$ cat src/rtl/fwd_pkg.sv
// fwd_pkg: shared types for the forwarding/hazard unit.
package fwd_pkg;
    localparam int MAX_ADDR_W = 8;
    typedef enum logic [1:0] {
        FWD_RF    = 2'b00,
        FWD_EXMEM = 2'b10,
        FWD_MEMWB = 2'b01
    } fwd_sel_t;
    typedef struct packed {
        logic                  valid;
        logic                  we;
        logic                  is_load;
        logic [MAX_ADDR_W-1:0] rd;
    } pipe_rec_t;
    function automatic logic rec_writes(pipe_rec_t r, logic [MAX_ADDR_W-1:0] a);
        return r.valid && r.we && r.rd != '0 && r.rd == a;
    endfunction
endpackage

$ cat src/rtl/fwd_src_match.sv
// fwd_src_match: one source address against the EX/MEM shadow records.
module fwd_src_match
    import fwd_pkg::*;
#(
    parameter int REG_ADDR_W = 5
) (
    input  logic [REG_ADDR_W-1:0] rs,
    input  logic                  used,
    input  pipe_rec_t             ex_rec,
    input  pipe_rec_t             mem_rec,
    output fwd_sel_t              sel,
    output logic                  load_use
);
    logic [MAX_ADDR_W-1:0] a;
    always_comb begin
        a        = MAX_ADDR_W'(rs);
        sel      = !used ? FWD_RF : rec_writes(ex_rec, a) ? FWD_EXMEM :
                   rec_writes(mem_rec, a) ? FWD_MEMWB : FWD_RF;
        load_use = used && ex_rec.is_load && rec_writes(ex_rec, a);
    end
endmodule

$ cat src/rtl/fwd_hazard_unit.sv
// fwd_hazard_unit: registered forwarding selects and counted load-use stall.
// Define FWD_STATS_EN to add the stall_cnt/fwd_cnt statistics outputs.
module fwd_hazard_unit
    import fwd_pkg::*;
#(
    parameter int REG_ADDR_W = 5,
    parameter int NUM_SRC    = 2,
    parameter int LOAD_LAT   = 1
) (
    input  logic                          clk,
    input  logic                          rst,
    input  logic                          id_valid,
    input  logic [NUM_SRC*REG_ADDR_W-1:0] id_rs,
    input  logic [NUM_SRC-1:0]            id_rs_used,
    input  logic [REG_ADDR_W-1:0]         id_rd,
    input  logic                          id_we,
    input  logic                          id_is_load,
    input  logic                          redirect,
    output logic [2*NUM_SRC-1:0]          fwd_sel,
`ifdef FWD_STATS_EN
    output logic [31:0]                   stall_cnt,
    output logic [31:0]                   fwd_cnt,
    output logic                          stall
`else
    output logic                          stall
`endif
);
    localparam int CNT_W = 2;
    // WB needs no shadow: nothing forwards from it, the register file write covers it
    pipe_rec_t            ex_rec, mem_rec, id_rec;
    fwd_sel_t             sel [NUM_SRC];
    logic [NUM_SRC-1:0]   lu;
    logic [2*NUM_SRC-1:0] sel_flat;
    logic [CNT_W-1:0]     stall_left;
    logic                 hazard, advance;
    genvar i;
    generate
        for (i = 0; i < NUM_SRC; i++) begin : g_src
            fwd_src_match #(.REG_ADDR_W(REG_ADDR_W)) u_match (
                .rs       (id_rs[i*REG_ADDR_W +: REG_ADDR_W]),
                .used     (id_rs_used[i]),
                .ex_rec   (ex_rec),
                .mem_rec  (mem_rec),
                .sel      (sel[i]),
                .load_use (lu[i])
            );
            assign sel_flat[2*i +: 2] = sel[i];
        end
    endgenerate
    assign id_rec  = '{valid: 1'b1, we: id_we, is_load: id_is_load, rd: MAX_ADDR_W'(id_rd)};
    assign hazard  = id_valid && |lu;
    assign stall   = !redirect && (stall_left != '0 || hazard);
    assign advance = id_valid && !stall && !redirect;
    always_ff @(posedge clk or posedge rst) begin
        if (rst) begin
            ex_rec     <= '0;
            mem_rec    <= '0;
            fwd_sel    <= '0;
            stall_left <= '0;
        end else begin
            mem_rec    <= ex_rec;
            ex_rec     <= advance ? id_rec : '0;
            fwd_sel    <= advance ? sel_flat : '0;
            stall_left <= redirect ? '0 : stall_left != '0 ? stall_left - 1'b1 :
                          hazard ? CNT_W'(LOAD_LAT - 1) : '0;
        end
    end
`ifdef FWD_STATS_EN
    always_ff @(posedge clk or posedge rst) begin
        if (rst) begin
            stall_cnt <= '0;
            fwd_cnt   <= '0;
        end else begin
            stall_cnt <= stall_cnt + 32'(stall);
            fwd_cnt   <= fwd_cnt + 32'(|fwd_sel);
        end
    end
`endif
endmodule

$ cat config.mk
export PLATFORM = sky130hd
export DESIGN_NAME = fwd_hazard_unit
export DESIGN_NICKNAME = d
export VERILOG_FILES = /design/src/rtl/fwd_pkg.sv /design/src/rtl/fwd_src_match.sv /design/src/rtl/fwd_hazard_unit.sv
export SDC_FILE = /design/constraint.sdc
export NUM_CORES = 1
export LEC_CHECK = 0
export CAP_MARGIN = 20
export CORE_ASPECT_RATIO = 1.4
export CORE_MARGIN = 5
export CORE_UTILIZATION = 45
export DETAILED_ROUTE_END_ITERATION = 7
export PLACE_DENSITY = 0.76
export RECOVER_POWER = 50
export SLEW_MARGIN = 20
export SYNTH_ARGS = -nofsm -noshare
export SYNTH_HDL_FRONTEND = slang
export SYNTH_SLANG_ARGS = --single-unit
$ cat constraint.sdc
create_clock -name clk -period 3.1 [get_ports clk]
set_input_delay 0.31 -clock clk [delete_from_list [all_inputs] [get_ports clk]]
set_output_delay 0.31 -clock clk [all_outputs]
set_load 0.05 [all_outputs]
==> impl_metrics.py <==
metrics = {
    "global_route": {
        "grt_overflow": 0,
        "grt_pass1_wl_mm": 3.512,
        "grt_pass1_vias": 826,
        "grt_max_degree": 22,
        "gr-usage-all-layers": 0.1384,
        "antenna_found_initial": 0,
    },
    "synth": {
        "syn_area_um2": 1012,
        "synthCells": 88,
        "synth_ff_type": "dfrtp_1",
        "yosysUniqueCellTypes": 29,
        "synth-edff-count": 0,
        "synthesis.nets": 111,
        "async_flop_share": 1.000,
        "ys_seq_area_frac": 0.5192,
        "yosysTopAreaCellShare": 0.5192,
        "yosysTopAreaCell": "dfrtp_1",
        "ys_ff_latch": 21,
        "yosysWarnings": 0,
        "synth_most_common_cell": "dfrtp_1",
        "ys_top_cells_by_area": "dfrtp_1 52%, xor2_1 11%, xnor2_1 6.1%",
        "synthTopCellsByCount": "21 x dfrtp_1, 13 x xor2_1, 9 x nor2_1",
        "syn_area_per_cell_um2": 11.50,
    },
    "routing": {
        "wirelength_mm": 2.045,
        "via_count": 774,
        "antenna_left": 0,
        "initialDrtViolationCount": 17,
        "dr.pass1.iters": 4,
        "routedWlPerCell_um": 14.50,
        "vias_per_cell": 5.489,
        "route.detailed.drc": 0,
    },
    "hold_path": {
        "hp-class": "reg -> reg",
        "hold_path_startpoint": "ex_rec[10]",
        "hold_depth": 0,
        "worstHoldEndpoint": "mem_rec[10]",
    },
    "clocking": {
        "cts_setup_buffers": 0,
        "cts_buffers": 3,
        "cts_resized": 0,
        "hold_buffers": 0,
        "cts_root_buf": "clkbuf_4",
        "tritoncts": "done",
        "clock_sinks": 21,
        "cts_buffer_depth": 2,
        "clock_latency_ps": 300,
        "cts_htree_levels": 1,
        "clkTransAtPathRegs_ps": 110,
    },
    "place": {
        "dp_hpwl_mm": 1.657,
        "place_area_um2": 1320,
        "gp_congestion": 0.8878,
        "preCtsSetupSlack_ps": 474.1,
        "port_buffers": 27,
        "placedCellCount": 137,
    },
    "power": {
        "ir_worst_vdd_mv": 0.3021,
        "leakagePower_nw": 0.5924,
        "p_per_area_nw_per_um2": 367.3,
        "total_power_uw": 494.9,
    },
    "worst_setup_path": {
        "rrSetupSlack_ps": 1230,
        "required_ps": 2790,
        "r2r_cells": 5,
        "crit_arrival_ps": 2360,
        "path_class": "reg -> out",
        "worstPathMaxFanout": 4,
        "critPathLaunchType": "register",
        "r2r-start": "ex_rec[3]",
        "worstReg2RegEnd": "ex_rec[3]",
        "end_kind": "primary output",
    },
    "sta": {
        "setup-tns-final_ps": 0,
        "max_freq_mhz": 374.9,
        "worst_clock_skew_ps": 2.094,
        "post-route-period-util": 0.8605,
        "setup_viol": 0,
        "tightest_slew_ps": 786.7,
        "period_minus_slack_ps": 2668,
        "hold_viol_final": 0,
        "hold_slack_ps": 425.1,
        "grt_setup_unrepaired": "no",
        "drv_slew": 0,
        "setup_slack_ps": 432.5,
        "relSlewSlack": 0.4750,
    },
    "final_layout": {
        "area_delta_synth_final_pct": 33.13,
        "nets": 143,
        "layout-drive-gt1-share": 0.09244,
        "seqCellArea_um2": 525.5,
        "fillCellCount": 187,
        "utilization": 0.6190,
        "layout.cells.non_filler": 141,
        "multi_input_area_um2": 479.2,
        "antenna_cells": 0,
        "fin_area_um2": 1348,
    },
    "floorplan": {
        "die_y_um": 66.12,
        "top_level_ports": 28,
        "start_util": 0.4649,
        "die_w_um": 50.09,
        "die_area_um2": 3311,
        "core-area_um2": 2177,
        "num_rows": 20,
    },
    "outcome": {
        "status": "completed",
    },
    "flow_run": {
        "max_cap_viol_count": 0,
    },
}
[worst max-delay path by stage]
stage | startpoint | end | slack (ps) | depth (start not counted)
2_1_floorplan | ex_rec[3] | stall | 690 | 5
3_3_place_gp | id_rs[3] | stall | 520 | 7
3_5_place_dp | id_rs[3] | stall | 470 | 7
4_1_cts | ex_rec[3] | stall | 460 | 6
5_1_grt | ex_rec[3] | stall | 310 | 6
6_report | ex_rec[3] | stall | 430 | 6
[logic make-up after synthesis]
logic type,synth area share
simple gates,0.2349
compound gates,0.06552
flops,0.5192
xor+xnor,0.1731
buf+inv,0.007419
[critical path, stage by stage, from the launching register on]
cell and delay (ps):
dfrtp_1 460, xor2_1 180, nor4_1 590, and3_1 290, o211ai_1 90, a21oi_1 270, buf_12 170
[where the power goes]
group          total, mW  leakage (nW)  switching [mW]  internal, mW
Sequential         0.290         0.285         0.00884         0.282
Combinational     0.0748         0.290          0.0310        0.0438
Clock              0.130        0.0177          0.0816        0.0481
[cells in the final DEF (no fill, tap or decap), drive strengths merged, types with 3 or more instances in the layout]
cell and n:
xnor2 7, dfrtp 21, nand3 3, nand2 8, clkdlybuf4s50 24, xor2 13
nor2 9, clkbuf 3, nor4 4, nor3 3
[per-layer routing]
layer	vias to the layer above	part of all wire	global-route usage
met5	-	0	0
met4	0	0.038	0.07541
li1	372	-	-
met3	9	0.067	0.03160
met1	366	0.37	0.1441
met2	27	0.52	0.2484
[flip-flops by register name, summed over array words and instances (netlist names)]
signal and cells:
stall_left 2, mem_rec 7, fwd_sel 4, ex_rec 8
[cell type report]
class,count,share of cell area
inverter,2,0.005571
sequential,21,0.3900
clock inverter,1,0.003714
multi-input combinational,65,0.3556
timing repair buffer,27,0.2080
tap,22,0.02043
clock buffer,3,0.01671
No activity file was read; power rests on OpenSTA's default activity.
==> variant 1 (same flow settings) <==
`REG_ADDR_W` is set to 5 in 2 places; all go to 6.
--- a/src/rtl/fwd_src_match.sv
+++ b/src/rtl/fwd_src_match.sv
@@ -2,7 +2,7 @@
 module fwd_src_match
     import fwd_pkg::*;
 #(
-    parameter int REG_ADDR_W = 5
+    parameter int REG_ADDR_W = 6
 ) (
     input  logic [REG_ADDR_W-1:0] rs,
     input  logic                  used,
--- a/src/rtl/fwd_hazard_unit.sv
+++ b/src/rtl/fwd_hazard_unit.sv
@@ -3,7 +3,7 @@
 module fwd_hazard_unit
     import fwd_pkg::*;
 #(
-    parameter int REG_ADDR_W = 5,
+    parameter int REG_ADDR_W = 6,
     parameter int NUM_SRC    = 2,
     parameter int LOAD_LAT   = 1
 ) (
Interface: changed (resized id_rd and id_rs); port bits go from 28 to 31. No check against the original RTL was run, so the function may have changed too.
==> variant 1 against the unedited design <==
Largest cell class is now multi-input combinational cells; routed wire length is 23% higher; sequential share of layout area shrank 1.7 points; cell count rose by 18%; sequential cell count up 2; largest power group unchanged; final area grew 14%; area after synthesis up 19%; count of clock-buffer cells in the layout did not move; worst setup slack better by 0.39 ns; clock power grew 5%; total power rose by 10%.
==> variant 1: results (changes against the unedited design) <==
Parameter                              Value

Outcome
  Result of the run ... finished, final reports clean (unchanged)

Layout
  Final #Nets ... 157 (was 143)
  Post-layout instance count excluding filler cells ... 166 (was 141)
  Registers with the most flip-flops ... ex_rec: 9 flops, mem_rec: 8 flops, fwd_sel: 4 flops (was ex_rec: 8 flops, mem_rec: 7 flops, fwd_sel: 4 flops)
  Fill cell instance count of the final layout ... 233 (was 187)

Yosys
  Top cells by area in the synthesized netlist ... dfrtp_1 48%, xor2_1 13%, nor4b_2 10%, xnor2_1 4.4%, and4_1 2.2% (was dfrtp_1 52%, xor2_1 11%, xnor2_1 6.1%, nor2_1 3.3%, nand2_1 3.0%)
  Most used standard cells in the synthesized netlist ... 23 x dfrtp_1, 18 x xor2_1, 8 x nor4b_2 (was 21 x dfrtp_1, 13 x xor2_1, 9 x nor2_1)
  Avg Cell Area, Syn ... 12.13 sq um (was 11.50 sq um)
  Count of distinct cell types in the synthesized netlist ... 25 (was 29)
  Part of the Yosys area used for sequential elements ... 0.4792 (was 0.5192)
  Asr flop ratio synth ... 1.000 (unchanged)
  Syn Nets ... 125 (was 111)

STA
  Post-route clock skew ... 0.005240 ns (was 0.002094 ns)
  Max_slew headroom ... 0.4385 (was 0.4750)

Place
  Weighted congestion reported at the end of routability-driven placement ... 0.8978 (was 0.8878)
  Port-buffer cells ... 30 (was 27)
  Detailed Place HPWL ... 2044 um (was 1657 um)
  Setup slack at placement ... 0.8558 ns (was 0.4741 ns)

Worst setup path
  Critical path's slowest cell ... dfrtp_1 (was nor4_1)
  Max stage delay on crit path ... 0.47 ns (was 0.59 ns)

Pwr
  Maximum ir drop on the vdd rail ... 263.5 uV (was 302.1 uV)
  Leak ... 0.6648 nW (was 0.5924 nW)

Drt
  Drt first-iter violations ... 21 (was 17)
  Vias post-DR ... 861 (was 774)

Global route
  All-layer global routing usage ... 0.1444 (was 0.1384)
  Via count of the first global-routing pass ... 959 (was 826)
  Maximum number of pins on one net before global-route repair ... 24 (was 22)
-- variant 1: cell types whose count changed after synthesis, moves of 3 or more --
cell,unedited run,this run
nor4b_2,0,8
xor2_1,13,18
and4_1,0,3
nand2_1,8,5
nand4_1,1,4
nor2_1,9,6
-- variant 1: metal layers --
layer,vias to the layer above,track usage,share of wire,wire length [um]
li1,417,-,-,-
met1,415,0.1606,0.38,964
met2,25,0.2480,0.55,1382
met3,4,0.02526,0.051,128
met4,0,0.07955,0.017,44
met5,-,0,0,0
-- variant 1: final timing paths --
check / start / endpoint / slack, ns / cells after the start
max reg2reg: ex_rec[4] / ex_rec[10] / 1.23 / 4
max: ex_rec[4] / stall / 0.82 / 5
min: ex_rec[9] / mem_rec[9] / 0.39 / 0
min in group asynchronous: rst / stall_left[0] / 0.59 / 2
min reg2reg: ex_rec[9] / mem_rec[9] / 0.39 / 0
max in group asynchronous: rst / fwd_sel[3] / 1.99 / 2
-- variant 1: power breakdown --
part           switching [W]  total [W]  internal (W)
logic              0.0000381  0.0000892     0.0000511
clock network      0.0000892   0.000137     0.0000481
registers          0.0000102   0.000319      0.000309
-- variant 1: worst max-delay path: cells and delay by family, from the launching register on --
kind	cells	cell delay, ns
and+or+nand+nor	2	0.58
DFF	1	0.47
buffers and inverters	1	0.22
xor gates and xnor gates	1	0.20
AOI/OAI and AO/OA	1	0.20
-- variant 1: layout make-up --
type / instances / area [sq um] / area share
clock buffer: 3 / 22.52 / 0.01461
inverter: 1 / 3.754 / 0.002435
timing repair buffer: 30 / 297.8 / 0.1932
clock inverter: 1 / 5.005 / 0.003247
tap: 36 / 45.04 / 0.02922
sequential: 23 / 575.6 / 0.3734
multi-input combinational: 72 / 591.8 / 0.3839
-- variant 1: through the flow --
step / area, sq um / total power (W) / utilization
2_1_floorplan: 1201 / 0.0003672 / -
3_3_place_gp: 1514 / 0.0004127 / 0.5851
3_5_place_dp: 1514 / 0.0004147 / 0.5851
4_1_cts: 1541 / 0.0005532 / 0.5957
5_1_grt: 1541 / 0.0005746 / 0.5957
6_report: 1541 / 0.0005454 / 0.5957
-- variant 1: cell families after synthesis --
| family | after synthesis | synth area share |
|---|---|---|
| flops | 23 | 0.4792 |
| compound gates | 3 | 0.01876 |
| xor+xnor | 24 | 0.1750 |
| simple gates | 45 | 0.2990 |
| buf+inv | 4 | 0.02812 |
==> variant 2 (config.mk and constraints unchanged) <==
Made on the original files. The option `FWD_STATS_EN` is turned on by a define.
--- a/src/rtl/fwd_hazard_unit.sv
+++ b/src/rtl/fwd_hazard_unit.sv
@@ -1,5 +1,7 @@
 // fwd_hazard_unit: registered forwarding selects and counted load-use stall.
 // Define FWD_STATS_EN to add the stall_cnt/fwd_cnt statistics outputs.
+`define FWD_STATS_EN
+
 module fwd_hazard_unit
     import fwd_pkg::*;
 #(
Function (old outputs only; new: fwd_cnt and stall_cnt): kept (equiv_simple and equiv_induct, registers matched by name and starting in step).
==> variant 2 against the unedited design <==
The run now ends with max-capacitance violations, max-slew violations left; total power rose to 4.5 times the old value; sequential cell count up 64; utilization up 1.9 points; clock power rose to 7.7 times the old value; area after synthesis rose to 3.7 times the old value; final area rose to 3.9 times the old value; routed wire length rose to 4.1 times the old value; worst setup slack worse by 0.27 ns; highest routed layer unchanged.
==> variant 2: results (changes against the unedited design) <==
Parameter                              Value

Outcome
  Result of the run ... complete, but fails checks (was finished, final reports clean)
  Violated checks ... max-capacitance violations, max-slew violations

STA
  Post-route clock skew ... 0.007597 ns (was 0.002094 ns)
  Max-slew violation count ... 54 (was 0)
  Max_slew headroom ... -0.3452 (was 0.4750)

Global route
  Wire length of the first global-routing pass ... 14,190 um (was 3512 um)
  Maximum number of pins on one net before global-route repair ... 54 (was 22)
  Via count of the first global-routing pass ... 2,946 (was 826)

Place
  Port-buffer cells ... 91 (was 27)
  Cell area after placement ... 4910 sq um (was 1320 sq um)
  Detailed Place HPWL ... 6338 um (was 1657 um)

Worst setup path
  Critical path's slowest cell ... or4_1 (was nor4_1)

Layout
  Fill cell instance count of the final layout ... 633 (was 187)
  Ratio of cells with drive above 1 in the final layout ... 0.09029 (was 0.09244)
  Final #Nets ... 465 (was 143)

Clocking
  CTS Root Cell ... clkbuf_16 (was clkbuf_4)
  Insertion delay of the later-clocked pin in the worst-skew pair ... 0.34 ns (was 0.30 ns)
  H-Tree Level Count ... 3 (was 1)

Yosys
  Part of the Yosys area used for sequential elements ... 0.5691 (was 0.5192)
  Count of distinct cell types in the synthesized netlist ... 30 (was 29)
  Most used standard cells in the synthesized netlist ... 85 x dfrtp_1, 43 x xnor2_1, 37 x xor2_1 (was 21 x dfrtp_1, 13 x xor2_1, 9 x nor2_1)

Pwr
  Maximum ir drop on the vdd rail ... 351.1 uV (was 302.1 uV)
  Leak ... 2.456 nW (was 0.5924 nW)

Run
  Number of max-capacitance violations reported ... 1 (was 0)

Drt
  Total wire length ... 8359 um (was 2045 um)
variant 2: cell count changes after synthesis, sizes merged, moves of 14 or more:
cell,change
xor2,+24
nand3,+25
xnor2,+36
dfrtp,+64
nand4,+14
nand2,+16
nor2,+16
variant 2: layout make-up:
class,count,area share
Clock buffer,11,0.04671
Multi-Input combinational cell,231,0.3116
Sequential cell,85,0.4093
Tap cell,102,0.02456
Clock inverter,5,0.006983
Inverter,6,0.004334
Timing Repair Buffer,105,0.1965
variant 2: worst paths after layout:
| check | from | endpoint | slack [ns] | depth (start not counted) |
|---|---|---|---|---|
| max | ex_rec[2] | stall_cnt[20] | 0.16 | 11 |
| min | ex_rec[10] | mem_rec[10] | 0.38 | 0 |
| max reg2reg | ex_rec[2] | stall_cnt[20] | 0.16 | 11 |
| min reg2reg | ex_rec[10] | mem_rec[10] | 0.38 | 0 |
| max in group asynchronous | rst | mem_rec[4] | 0.69 | 3 |
| min in group asynchronous | rst | fwd_cnt[28] | 1.08 | 2 |
variant 2: metal layers:
layer	vias up	track usage	routed length (um)	share of wire
met5	-	0	0	0
li1	1348	-	-	-
met4	0	0.07018	147	0.018
met3	9	0.04342	436	0.052
met1	1383	0.2024	3296	0.39
met2	68	0.3056	4478	0.54
variant 2: cell families (layout without fill, tap and decap cells):
family                   after synthesis  count (layout)  synth area share
AND/OR/NAND/NOR                      141             141            0.2082
flip-flops                            85              85            0.5691
XOR/XNOR                              80              80            0.1875
buffers and inverters                  7             127          0.007029
AO/OA/AOI/OAI                          6               6           0.01473
adder cells (fa/ha/maj)                4               4           0.01339
variant 2: critical path: cells and delay by family (launching register included):
kind                       cells  cell delay, ns
and+or+nand+nor                5            1.39
DFF                            1            0.42
adders and majority gates      2            0.40
xor gates and xnor gates       2            0.33
AOI/OAI and AO/OA              2            0.27
variant 2: stage by stage:
| step | std cells | power [W] | setup slack, ns | utilization | hold slack, ns |
|---|---|---|---|---|---|
| finish | 545 | 0.002227 | 0.1596 | 0.6376 | 0.3812 |
| global route | 545 | 0.002310 | -0.006664 | 0.6376 | 0.3860 |
| CTS | 545 | 0.002261 | 0.1073 | 0.6367 | 0.3795 |
| detailed placement | 529 | 0.001255 | -0.2108 | 0.6025 | 0.3651 |
| global placement | 529 | 0.001253 | -0.1201 | 0.6025 | 0.3554 |
| floorplan | 323 | 0.001195 | 0.004996 | - | 0.3535 |
variant 2: power by group:
group | total, W | internal [W] | switching [W]
clock network | 0.000996 | 0.000564 | 0.000432
logic | 0.000104 | 0.0000482 | 0.0000560
registers | 0.00113 | 0.00112 | 0.00000884
